$ cat config.mk
export PLATFORM = sky130hd
export DESIGN_NAME = mbist_session_ctrl
export DESIGN_NICKNAME = d
export VERILOG_FILES = /design/src/rtl/mbist_session_pkg.sv /design/src/rtl/mbist_fail_tracker.sv /design/src/rtl/mbist_session_ctrl.sv
export SDC_FILE = /design/constraint.sdc
export NUM_CORES = 1
export LEC_CHECK = 0
export CORE_MARGIN = 2
export CORE_UTILIZATION = 50
export CTS_CLUSTER_DIAMETER = 150
export DETAILED_ROUTE_END_ITERATION = 8
export HOLD_SLACK_MARGIN = 0.1
export PLACE_DENSITY = 0.75
export SLEW_MARGIN = 0
export SYNTH_ARGS = -nofsm -noshare
export SYNTH_HDL_FRONTEND = slang
export SYNTH_SLANG_ARGS = --single-unit
$ cat constraint.sdc
create_clock -name clk -period 2.21 [get_ports clk]
set_clock_uncertainty 0.2 [all_clocks]
set_input_delay 0.663 -clock clk [delete_from_list [all_inputs] [get_ports clk]]
set_output_delay 0.663 -clock clk [all_outputs]
set_load 0.005 [all_outputs]
$ cat src/rtl/mbist_session_pkg.sv
// mbist_session_pkg: shared state encoding and status codes for the MBIST self-repair session
// Contents: state_t (IDLE..DONE), STAT_* 2-bit status codes reported on status.
package mbist_session_pkg;
    typedef enum logic [2:0] {IDLE, CLEAR, RUN1, EVAL1, RUN2, EVAL2, DONE} state_t;
    localparam logic [1:0] STAT_PASS         = 2'b00;
    localparam logic [1:0] STAT_REPAIRED     = 2'b01;
    localparam logic [1:0] STAT_UNREPAIRABLE = 2'b10;
    localparam logic [1:0] STAT_TIMEOUT      = 2'b11;
endpackage

$ cat src/rtl/mbist_fail_tracker.sv
// mbist_fail_tracker: MAX_REPAIRS-entry table of distinct failing addresses
// Ports: clk, rst (sync, active-low), clear (empties table), enable (accept strobes),
//        valid/addr (fail strobe), count (distinct fails stored, saturating), overflow (sticky).
module mbist_fail_tracker #(
    parameter int ADDR_WIDTH  = 5,
    parameter int MAX_REPAIRS = 2,
    parameter int CNT_WIDTH   = 4
) (
    input  logic                  clk,
    input  logic                  rst,
    input  logic                  clear,
    input  logic                  enable,
    input  logic                  valid,
    input  logic [ADDR_WIDTH-1:0] addr,
    output logic [CNT_WIDTH-1:0]  count,
    output logic                  overflow
);
    logic [ADDR_WIDTH-1:0]  tab [MAX_REPAIRS];
    logic [MAX_REPAIRS-1:0] used, sel;
    logic hit, store;
    // entries fill from bit 0 upward; sel is the lowest free slot, one-hot
    assign sel   = ~used & (used + 1'b1);
    assign store = enable && valid && !hit;
    always_comb begin
        hit = 1'b0;
        for (int i = 0; i < MAX_REPAIRS; i++)
            hit = hit || (used[i] && tab[i] == addr);
    end
    always_ff @(posedge clk) begin
        if (!rst || clear) begin
            used     <= '0;
            count    <= '0;
            overflow <= 1'b0;
        end else if (store) begin
            if (&used) overflow <= 1'b1;
            else begin
                used  <= used | sel;
                count <= count == '1 ? count : count + 1'b1;
            end
        end
    end
    always_ff @(posedge clk) begin
        for (int i = 0; i < MAX_REPAIRS; i++)
            if (store && sel[i]) tab[i] <= addr;
    end
endmodule

$ cat src/rtl/mbist_session_ctrl.sv
// mbist_session_ctrl: sequences one MBIST/MBISR self-repair session with per-pass watchdog
// Ports: clk, rst (sync, active-low); start -> busy/done/status/fail_count;
//        bist_start/bist_abort out, bist_done/bist_fail_valid/bist_fail_addr in;
//        rep_clear/rep_lock to the MBISR controller. All outputs registered.
// Build option: define MBIST_RETEST_EN to add the locked verification pass (RUN2/EVAL2).
module mbist_session_ctrl #(
    parameter int ADDR_WIDTH     = 5,
    parameter int MAX_REPAIRS    = 2,
    parameter int CNT_WIDTH      = 4,
    parameter int TIMEOUT_CYCLES = 1024
) (
    input  logic                  clk,
    input  logic                  rst,
    input  logic                  start,
    output logic                  busy,
    output logic                  done,
    output logic [1:0]            status,
    output logic [CNT_WIDTH-1:0]  fail_count,
    output logic                  bist_start,
    output logic                  bist_abort,
    input  logic                  bist_done,
    input  logic                  bist_fail_valid,
    input  logic [ADDR_WIDTH-1:0] bist_fail_addr,
    output logic                  rep_clear,
    output logic                  rep_lock
);
    import mbist_session_pkg::*;
    localparam int WDW = $clog2(TIMEOUT_CYCLES);
    // wd holds k in the k-th run cycle; deciding at TIMEOUT-2 puts the registered
    // abort exactly TIMEOUT-1 cycles after the bist_start cycle
    localparam logic [WDW-1:0] WD_LAST = WDW'(TIMEOUT_CYCLES - 2);
    state_t state, state_n;
    logic [WDW-1:0] wd;
    logic [1:0] status_n;
    logic busy_n, done_n, bist_start_n, rep_clear_n, rep_lock_n;
    logic overflow, running, expire, trk_clear;
`ifdef MBIST_RETEST_EN
    logic retest_fail;
`endif
    assign running   = state == RUN1 || state == RUN2;
    assign expire    = running && !bist_done && wd == WD_LAST;
    assign trk_clear = state_n == CLEAR;
    mbist_fail_tracker #(
        .ADDR_WIDTH (ADDR_WIDTH),
        .MAX_REPAIRS(MAX_REPAIRS),
        .CNT_WIDTH  (CNT_WIDTH)
    ) u_tracker (
        .clk     (clk),
        .rst     (rst),
        .clear   (trk_clear),
        .enable  (state == RUN1),
        .valid   (bist_fail_valid),
        .addr    (bist_fail_addr),
        .count   (fail_count),
        .overflow(overflow)
    );
    always_comb begin
        state_n  = state;
        status_n = status;
        case (state)
            IDLE, DONE: if (start) begin
                state_n  = CLEAR;
                status_n = STAT_PASS;
            end
            CLEAR: state_n = RUN1;
            RUN1:  state_n = bist_done ? EVAL1 : expire ? DONE : RUN1;
            EVAL1: begin
`ifdef MBIST_RETEST_EN
                state_n = (fail_count != '0 && !overflow) ? RUN2 : DONE;
`else
                state_n = DONE;
`endif
                status_n = fail_count == '0 ? STAT_PASS : overflow ? STAT_UNREPAIRABLE : STAT_REPAIRED;
            end
`ifdef MBIST_RETEST_EN
            RUN2:  state_n = bist_done ? EVAL2 : expire ? DONE : RUN2;
            EVAL2: begin
                state_n  = DONE;
                status_n = retest_fail ? STAT_UNREPAIRABLE : STAT_REPAIRED;
            end
`endif
            default: state_n = IDLE;
        endcase
        if (expire) status_n = STAT_TIMEOUT;
    end
    assign busy_n       = state_n inside {CLEAR, RUN1, EVAL1, RUN2, EVAL2};
    assign done_n       = state_n == DONE;
    assign rep_clear_n  = state_n == CLEAR;
    assign bist_start_n = (state_n == RUN1 && state != RUN1) || (state_n == RUN2 && state != RUN2);
`ifdef MBIST_RETEST_EN
    assign rep_lock_n   = state_n == RUN2 || state_n == EVAL2;
`else
    assign rep_lock_n   = 1'b0;
`endif
    always_ff @(posedge clk) begin
        if (!rst) begin
            state      <= IDLE;
            busy       <= 1'b0;
            done       <= 1'b0;
            status     <= STAT_PASS;
            bist_start <= 1'b0;
            bist_abort <= 1'b0;
            rep_clear  <= 1'b0;
            rep_lock   <= 1'b0;
            wd         <= '0;
        end else begin
            state      <= state_n;
            busy       <= busy_n;
            done       <= done_n;
            status     <= status_n;
            bist_start <= bist_start_n;
            bist_abort <= expire;
            rep_clear  <= rep_clear_n;
            rep_lock   <= rep_lock_n;
            wd         <= (running && state_n == state) ? wd + 1'b1 : '0;
        end
    end
`ifdef MBIST_RETEST_EN
    always_ff @(posedge clk) begin
        if (!rst || state_n == CLEAR) retest_fail <= 1'b0;
        else if (state == RUN2 && bist_fail_valid) retest_fail <= 1'b1;
    end
`endif
endmodule

* Word-level counts from Yosys, hierarchy flattened
Memories as Yosys holds them, arrays and structs flattened.
Cells that the tools add are included.
** Storage, ports and cells
- Register bits after elaboration :: 27
- Latch bits :: 0
- RAM bits :: 10
- Bits in read-only memories :: 0
- Bits of input ports :: 10
- Output and inout bits :: 12
- Logic and storage cells :: 85
- Memories kept :: 1
** Operators by class
- Add/subtract/negate cells :: 3
- Multiply operators :: 0
- Divide/modulo/power cells :: 0
- Order comparisons :: 0
- Equality and inequality tests :: 19
- Shift-type cells :: 0
- Multiplexer cells :: 16
- Bitwise operators :: 5
- Reduce and logical (&&, ||, !) cells :: 30
** Memory list
- u_tracker.tab :: words 2, bits a word 5, read ports 2, clocked after memory_dff 0, wr ports 1, RTL line mbist_fail_tracker.sv:18 : logic [ADDR_WIDTH-1:0] tab [MAX_REPAIRS];
** Operators with widths (count)
- $eq A3 B3 Y1 const B :: 5
- $eq A3 B2 Y1 const B :: 4
- $pmux W3 S4 :: 1
- $logic_and A1 B1 Y1 :: 11
- $add A10 B1 Y10 const B :: 1
- $eq A10 B10 Y1 const B :: 1
- $eq A5 B5 Y1 :: 2
- $mux W3 :: 3
- $mux W2 :: 4
- $reduce_and A2 Y1 :: 4
- $eq A3 B1 Y1 const B :: 2
- $mux W1 :: 6
- $ne A3 B3 Y1 const B :: 2
- $reduce_and A3 Y1 :: 2
- $mux W5 :: 1
- $reduce_bool A5 Y1 :: 1
- $reduce_or A5 Y1 :: 1
- $add A4 B1 Y4 const B :: 1
- $eq A4 B4 Y1 const B :: 1
- $logic_not A4 Y1 :: 1
- $logic_or A1 B1 Y1 :: 4
- $pmux W2 S2 :: 1
- $eq A3 B3 Y1 :: 1
- $logic_not A1 Y1 :: 3
- other kinds (9) :: 10

* Depth between registers and ports, before layout
An unclocked memory read counts as a cell.
- Depth in word-level cells :: 11
- Depth in mapped cells :: 7
- Depth with buffers taken out :: 7

* By module
A second synthesis with hierarchy kept.
** Unflattened totals
- Cells, all modules :: 165
- Area, all modules :: 1657.8 um2
** By module, submodules not included
- mbist_session_ctrl :: instances 1, cells each 101, area an instance 890.9 um2
- mbist_fail_tracker :: instances 1, cells each 64, area an instance 767.0 um2

* Worst setup path before layout
OpenSTA, ideal clock, no wires.
- Path type :: input -> register
- From :: input bist_done
- To :: register busy
- Setup time :: 0.116 ns
- Arrival time :: 1.685 ns
- Data required time :: 1.894 ns
- Path slack :: 0.209 ns
- Stages :: 5
- Buffers on the path :: 0
- Path through :: or3b_4 -> nor4b_4 -> o21ai_0 -> a31oi_1 -> nor2_1
** Between the ends
- Word-level cells in the longest chain between the ends :: 8
- Elaborated cells between the ends (all ways) :: 12
** RTL lines
- start, declared :: RTL line mbist_session_ctrl.sv:21 : input logic bist_done,
- $logic_not A1 Y1 :: RTL line mbist_session_ctrl.sv:41 : assign expire = running && !bist_done && wd == WD_LAST;
- $logic_and A1 B1 Y1 (2 in a row) :: RTL line mbist_session_ctrl.sv:41
- $mux W3 :: RTL line mbist_session_ctrl.sv:66 : RUN1: state_n = bist_done ? EVAL1 : expire ? DONE : RUN1;
- $mux W3 (*) :: RTL line mbist_session_ctrl.sv:66
- $pmux W3 S4 (*) :: RTL line mbist_session_ctrl.sv:60 : case (state)
- $eq A3 B1 Y1, or another cell as far along :: RTL line mbist_session_ctrl.sv:86 : assign busy_n = state_n inside {CLEAR, RUN1, EVAL1, RUN2, EVAL2};
- $reduce_bool A5 Y1 (*) :: RTL line mbist_session_ctrl.sv:86
- end signal, assigned :: RTL line mbist_session_ctrl.sv:108 : busy <= busy_n;
- end, declared :: RTL line mbist_session_ctrl.sv:15 : output logic busy,
Every way passes the cells marked *; elsewhere a longest branch is shown, timed or not.
A chain may end at the register's enable or synchronous reset.

* Worst setup path after layout
- From :: input bist_done
- To :: register status[0]
** Between the ends
- Word-level cells in the longest chain between the ends :: 5
- Elaborated cells between the ends (all ways) :: 7
** RTL lines
- $logic_not A1 Y1 (*) :: RTL line mbist_session_ctrl.sv:41
- $logic_and A1 B1 Y1 (*) (2 in a row) :: RTL line mbist_session_ctrl.sv:41
- $ne A3 B3 Y1 (no source line) or $reduce_bool A3 Y1 (tied branches)
- $reduce_and A2 Y1 (no source line)
- end signal, assigned :: RTL line mbist_session_ctrl.sv:110 : status <= status_n;
- end, declared :: RTL line mbist_session_ctrl.sv:17 : output logic [1:0] status,
Marked as above.

==> out/results.ini <==
[clock_network]
path_clk_slew_ps = 110
htree_depth = 2
clk_path_buf_depth = 2
cts_buf_count = 5
clkLatencyLatePin_ps = 340
clockRootBuffer = sky130_fd_sc_hd__clkbuf_4
cts_sinks = 37
cts_tree = built

[placed_design]
place_hpwl_mm = 2.484
io_buffer_count = 20
dpl_worst_slack_ps = -476.7
routabilityCongestion = 0.9056

[sta]
setup_violations = 0
hold_viol_final = 0
min_period_ps = 2194
grt_setup_unrepaired = yes
max_fclk_mhz = 455.7
post-route-worst-setup-slack_ps = 15.78
share_of_the_clock_period_used_by_the_worst_path_after_layout_pct = 99.29
timing.final.max_slew_violations = 0

[yosys]
netlist-cell-type-count = 36
synth_top_area_share_pct = 32.41
synth.net_count = 183
synth.area.top_cells = sky130_fd_sc_hd__dfxtp_1 32%, sky130_fd_sc_hd__edfxtp_1 18%, sky130_fd_sc_hd__xor2_1 7.4%
edff_count_synth = 10
post_synth_inst_count = 169
synth_ff_type = sky130_fd_sc_hd__dfxtp_1
synthesis.area_sq_um = 1668
biggest_area_consumer_among_synthesized_cells = sky130_fd_sc_hd__dfxtp_1
synth.yosys.warnings = 0
postSynthAreaPerCell_sq_um = 9.869
postSynthRegisterBits = 37
async_reset_ff_share_pct = 0
ys_seq_area_share_pct = 50.41

[final_layout]
areaGrowthSynthToFinish_pct = 28.88
layout-drive-gt1-share_pct = 17.45
final_util_pct = 69.27
n_fill_cell = 240
num_antenna_cells = 0
finalNetCount = 225

[drt]
drt-pass1-iter-count = 4
drt-wirelength-per-cell_um = 12.93
antenna_left = 0
post_drt_via_cell_ratio = 5.152
routed_wirelength_mm = 3.311
vias = 1319
number_of_violations_reported_at_the_end_of_detailed_routing_iteration_0 = 73
drcViolationCount = 0

[floorplanning]
fp.dieH_um = 61.76
num_io_pins = 22
die_x_um = 61.76
initial_utilization_pct = 53.75
core_area_sq_um = 3103
rows = 20
die_area_sq_um = 3814

[grt]
pin_count_of_the_biggest_net_entering_global_routing = 16
grt_first_pass_wirelength_mm = 5.347
via_count_of_the_first_global_routing_pass = 1272
antenna_found_initial = 0
grt-ovfl-total = 0
grt_total_usage_pct = 19.65

[power]
power_per_cell_area_nw_per_um2 = 606.0
static_leakage_nw = 0.8422
irDropWorstVdd_mv = 0.6089

[job]
cap_viol_max_count = 0

[critical_path]
critPathBufInv = 2
critPathLaunchType = input port
arrival_time_at_the_worst_endpoint_ps = 2270
worst_path_dominant_cell_family = simple AND/OR/NAND/NOR gates
crit_path_end_kind = flip-flop
critical-path-slowest-cell = sky130_fd_sc_hd__clkdlybuf4s50_1
worstPathCellList = clkdlybuf4s50_1 > or3b_4 > nor4b_4 > buf_4 > nor2_1 > o22a_1 > nor2_1
worstPathRequired_ps = 2290
critPathMostFrequentCell = sky130_fd_sc_hd__nor2_1
worstPathMaxFanout = 5
crit_path_max_incr_delay_ps = 420
kind_of_critical_path = in2reg

[run_status]
outcome = finished, final reports clean

[worst_hold_path]
worst_hold_path_type = reg2reg

[through the flow]
stage	cell area [sq um]	setup TNS (ps)	total power [mW]	hold slack (ps)	instances
2_1_floorplan	1668	0	0.7971	237.2	169
3_3_place_gp	2024	-9643	0.8598	261.7	246
3_5_place_dp	2024	-11510	0.8652	268.4	246
4_1_cts	2112	0	1.318	291.4	254
5_1_grt	2150	-57.00	1.369	317.5	256
6_report	2150	0	1.303	287.3	256
[cells in the mapped netlist, types with 4 or more instances]
library cell / count
sky130_fd_sc_hd__inv_1: 6
sky130_fd_sc_hd__nand3_1: 5
sky130_fd_sc_hd__and2_1: 5
sky130_fd_sc_hd__xnor2_1: 5
sky130_fd_sc_hd__edfxtp_1: 10
sky130_fd_sc_hd__a31oi_1: 5
sky130_fd_sc_hd__dfxtp_1: 27
sky130_fd_sc_hd__xor2_1: 14
sky130_fd_sc_hd__nand4_1: 5
sky130_fd_sc_hd__ha_1: 4
sky130_fd_sc_hd__nand2_1: 13
sky130_fd_sc_hd__nor2_1: 28
sky130_fd_sc_hd__nor3_1: 5
[state kept, by name, indices dropped and copies added (netlist names)]
| signal | flops |
|---|---|
| bist_abort | 1 |
| bist_start | 1 |
| busy | 1 |
| done | 1 |
| rep_clear | 1 |
| state | 3 |
| status | 2 |
| u_tracker.count | 4 |
| u_tracker.overflow | 1 |
| u_tracker.tab | 10 |
| u_tracker.used | 2 |
| wd | 10 |
[worst paths after layout]
kind / startpoint / endpoint / slack, ps / cells after the start
worst max-delay path: bist_done / status[0]$_SDFFE_PN0P_ / 20 / 7
worst min-delay path: wd[0]$_SDFF_PN0_ / wd[0]$_SDFF_PN0_ / 290 / 1
worst min register to register: wd[0]$_SDFF_PN0_ / wd[0]$_SDFF_PN0_ / 290 / 1
worst max register to register: state[2]$_SDFF_PN0_ / wd[8]$_SDFF_PN0_ / 280 / 5
[timing repair]
action | CTS | global route
pin swaps | 0 | 3
setup endpoints to repair | 9 | 26
buffers inserted | 0 | 2
hold buffers | 0 | 0
gates resized for setup | 2 | 6
[routing by layer]
layer  vias up  global-route usage, %  wire length [um]
li1        670                      -                 -
met1       602                  22.56              1410
met2        39                  33.83              1679
met3         8                  5.383               160
met4         0                  9.422                61
met5         -                      0                 0
[power breakdown]
part	total [mW]	internal, mW	switching (mW)
sequential	0.723	0.709	0.0141
clock	0.449	0.234	0.214
combinational	0.131	0.0703	0.0609
[final cells by class]
| class | count | area (sq um) | share of cell area, % |
|---|---|---|---|
| multi-input combinational | 122 | 805.8 | 37.49 |
| sequential | 37 | 842.1 | 39.17 |
| clock buffer | 5 | 37.54 | 1.746 |
| clock inverter | 3 | 41.29 | 1.921 |
| tap | 44 | 55.05 | 2.561 |
| inverter | 6 | 22.52 | 1.048 |
| timing repair buffer | 39 | 345.3 | 16.07 |
[cells by family (layout without fill, tap and decap cells)]
| family | count (synthesis) | after routing | share of synthesized area [%] |
|---|---|---|---|
| flip-flops | 37 | 37 | 50.41 |
| adder cells (fa/ha/maj) | 4 | 4 | 3.001 |
| AND/OR/NAND/NOR | 78 | 78 | 24.68 |
| other | 1 | 1 | 0.2248 |
| multiplexers | 4 | 4 | 2.476 |
| AO/OA/AOI/OAI | 16 | 16 | 6.302 |
| XOR/XNOR | 19 | 19 | 9.978 |
| buffers and inverters | 10 | 53 | 2.926 |
[cells in the final DEF (no fill, tap or decap), types with 2 or more instances in the layout]
cell type,instances
sky130_fd_sc_hd__a31oi_1,5
sky130_fd_sc_hd__nand2_1,13
sky130_fd_sc_hd__o21ai_0,3
sky130_fd_sc_hd__nand3_1,5
sky130_fd_sc_hd__nor3_1,3
sky130_fd_sc_hd__nand4b_1,2
sky130_fd_sc_hd__buf_4,19
sky130_fd_sc_hd__edfxtp_1,10
sky130_fd_sc_hd__xor2_1,14
sky130_fd_sc_hd__and3_1,3
sky130_fd_sc_hd__nor3_2,2
sky130_fd_sc_hd__nor2_1,28
sky130_fd_sc_hd__mux2i_1,3
sky130_fd_sc_hd__o22ai_1,2
sky130_fd_sc_hd__xnor2_1,5
sky130_fd_sc_hd__and2_1,5
sky130_fd_sc_hd__a211o_1,2
sky130_fd_sc_hd__ha_1,4
sky130_fd_sc_hd__nand4_1,5
sky130_fd_sc_hd__inv_1,6
sky130_fd_sc_hd__clkdlybuf4s50_1,19
sky130_fd_sc_hd__clkbuf_4,5
sky130_fd_sc_hd__nand2b_1,3
sky130_fd_sc_hd__dfxtp_1,26
No activity file was read; power rests on OpenSTA's default activity.
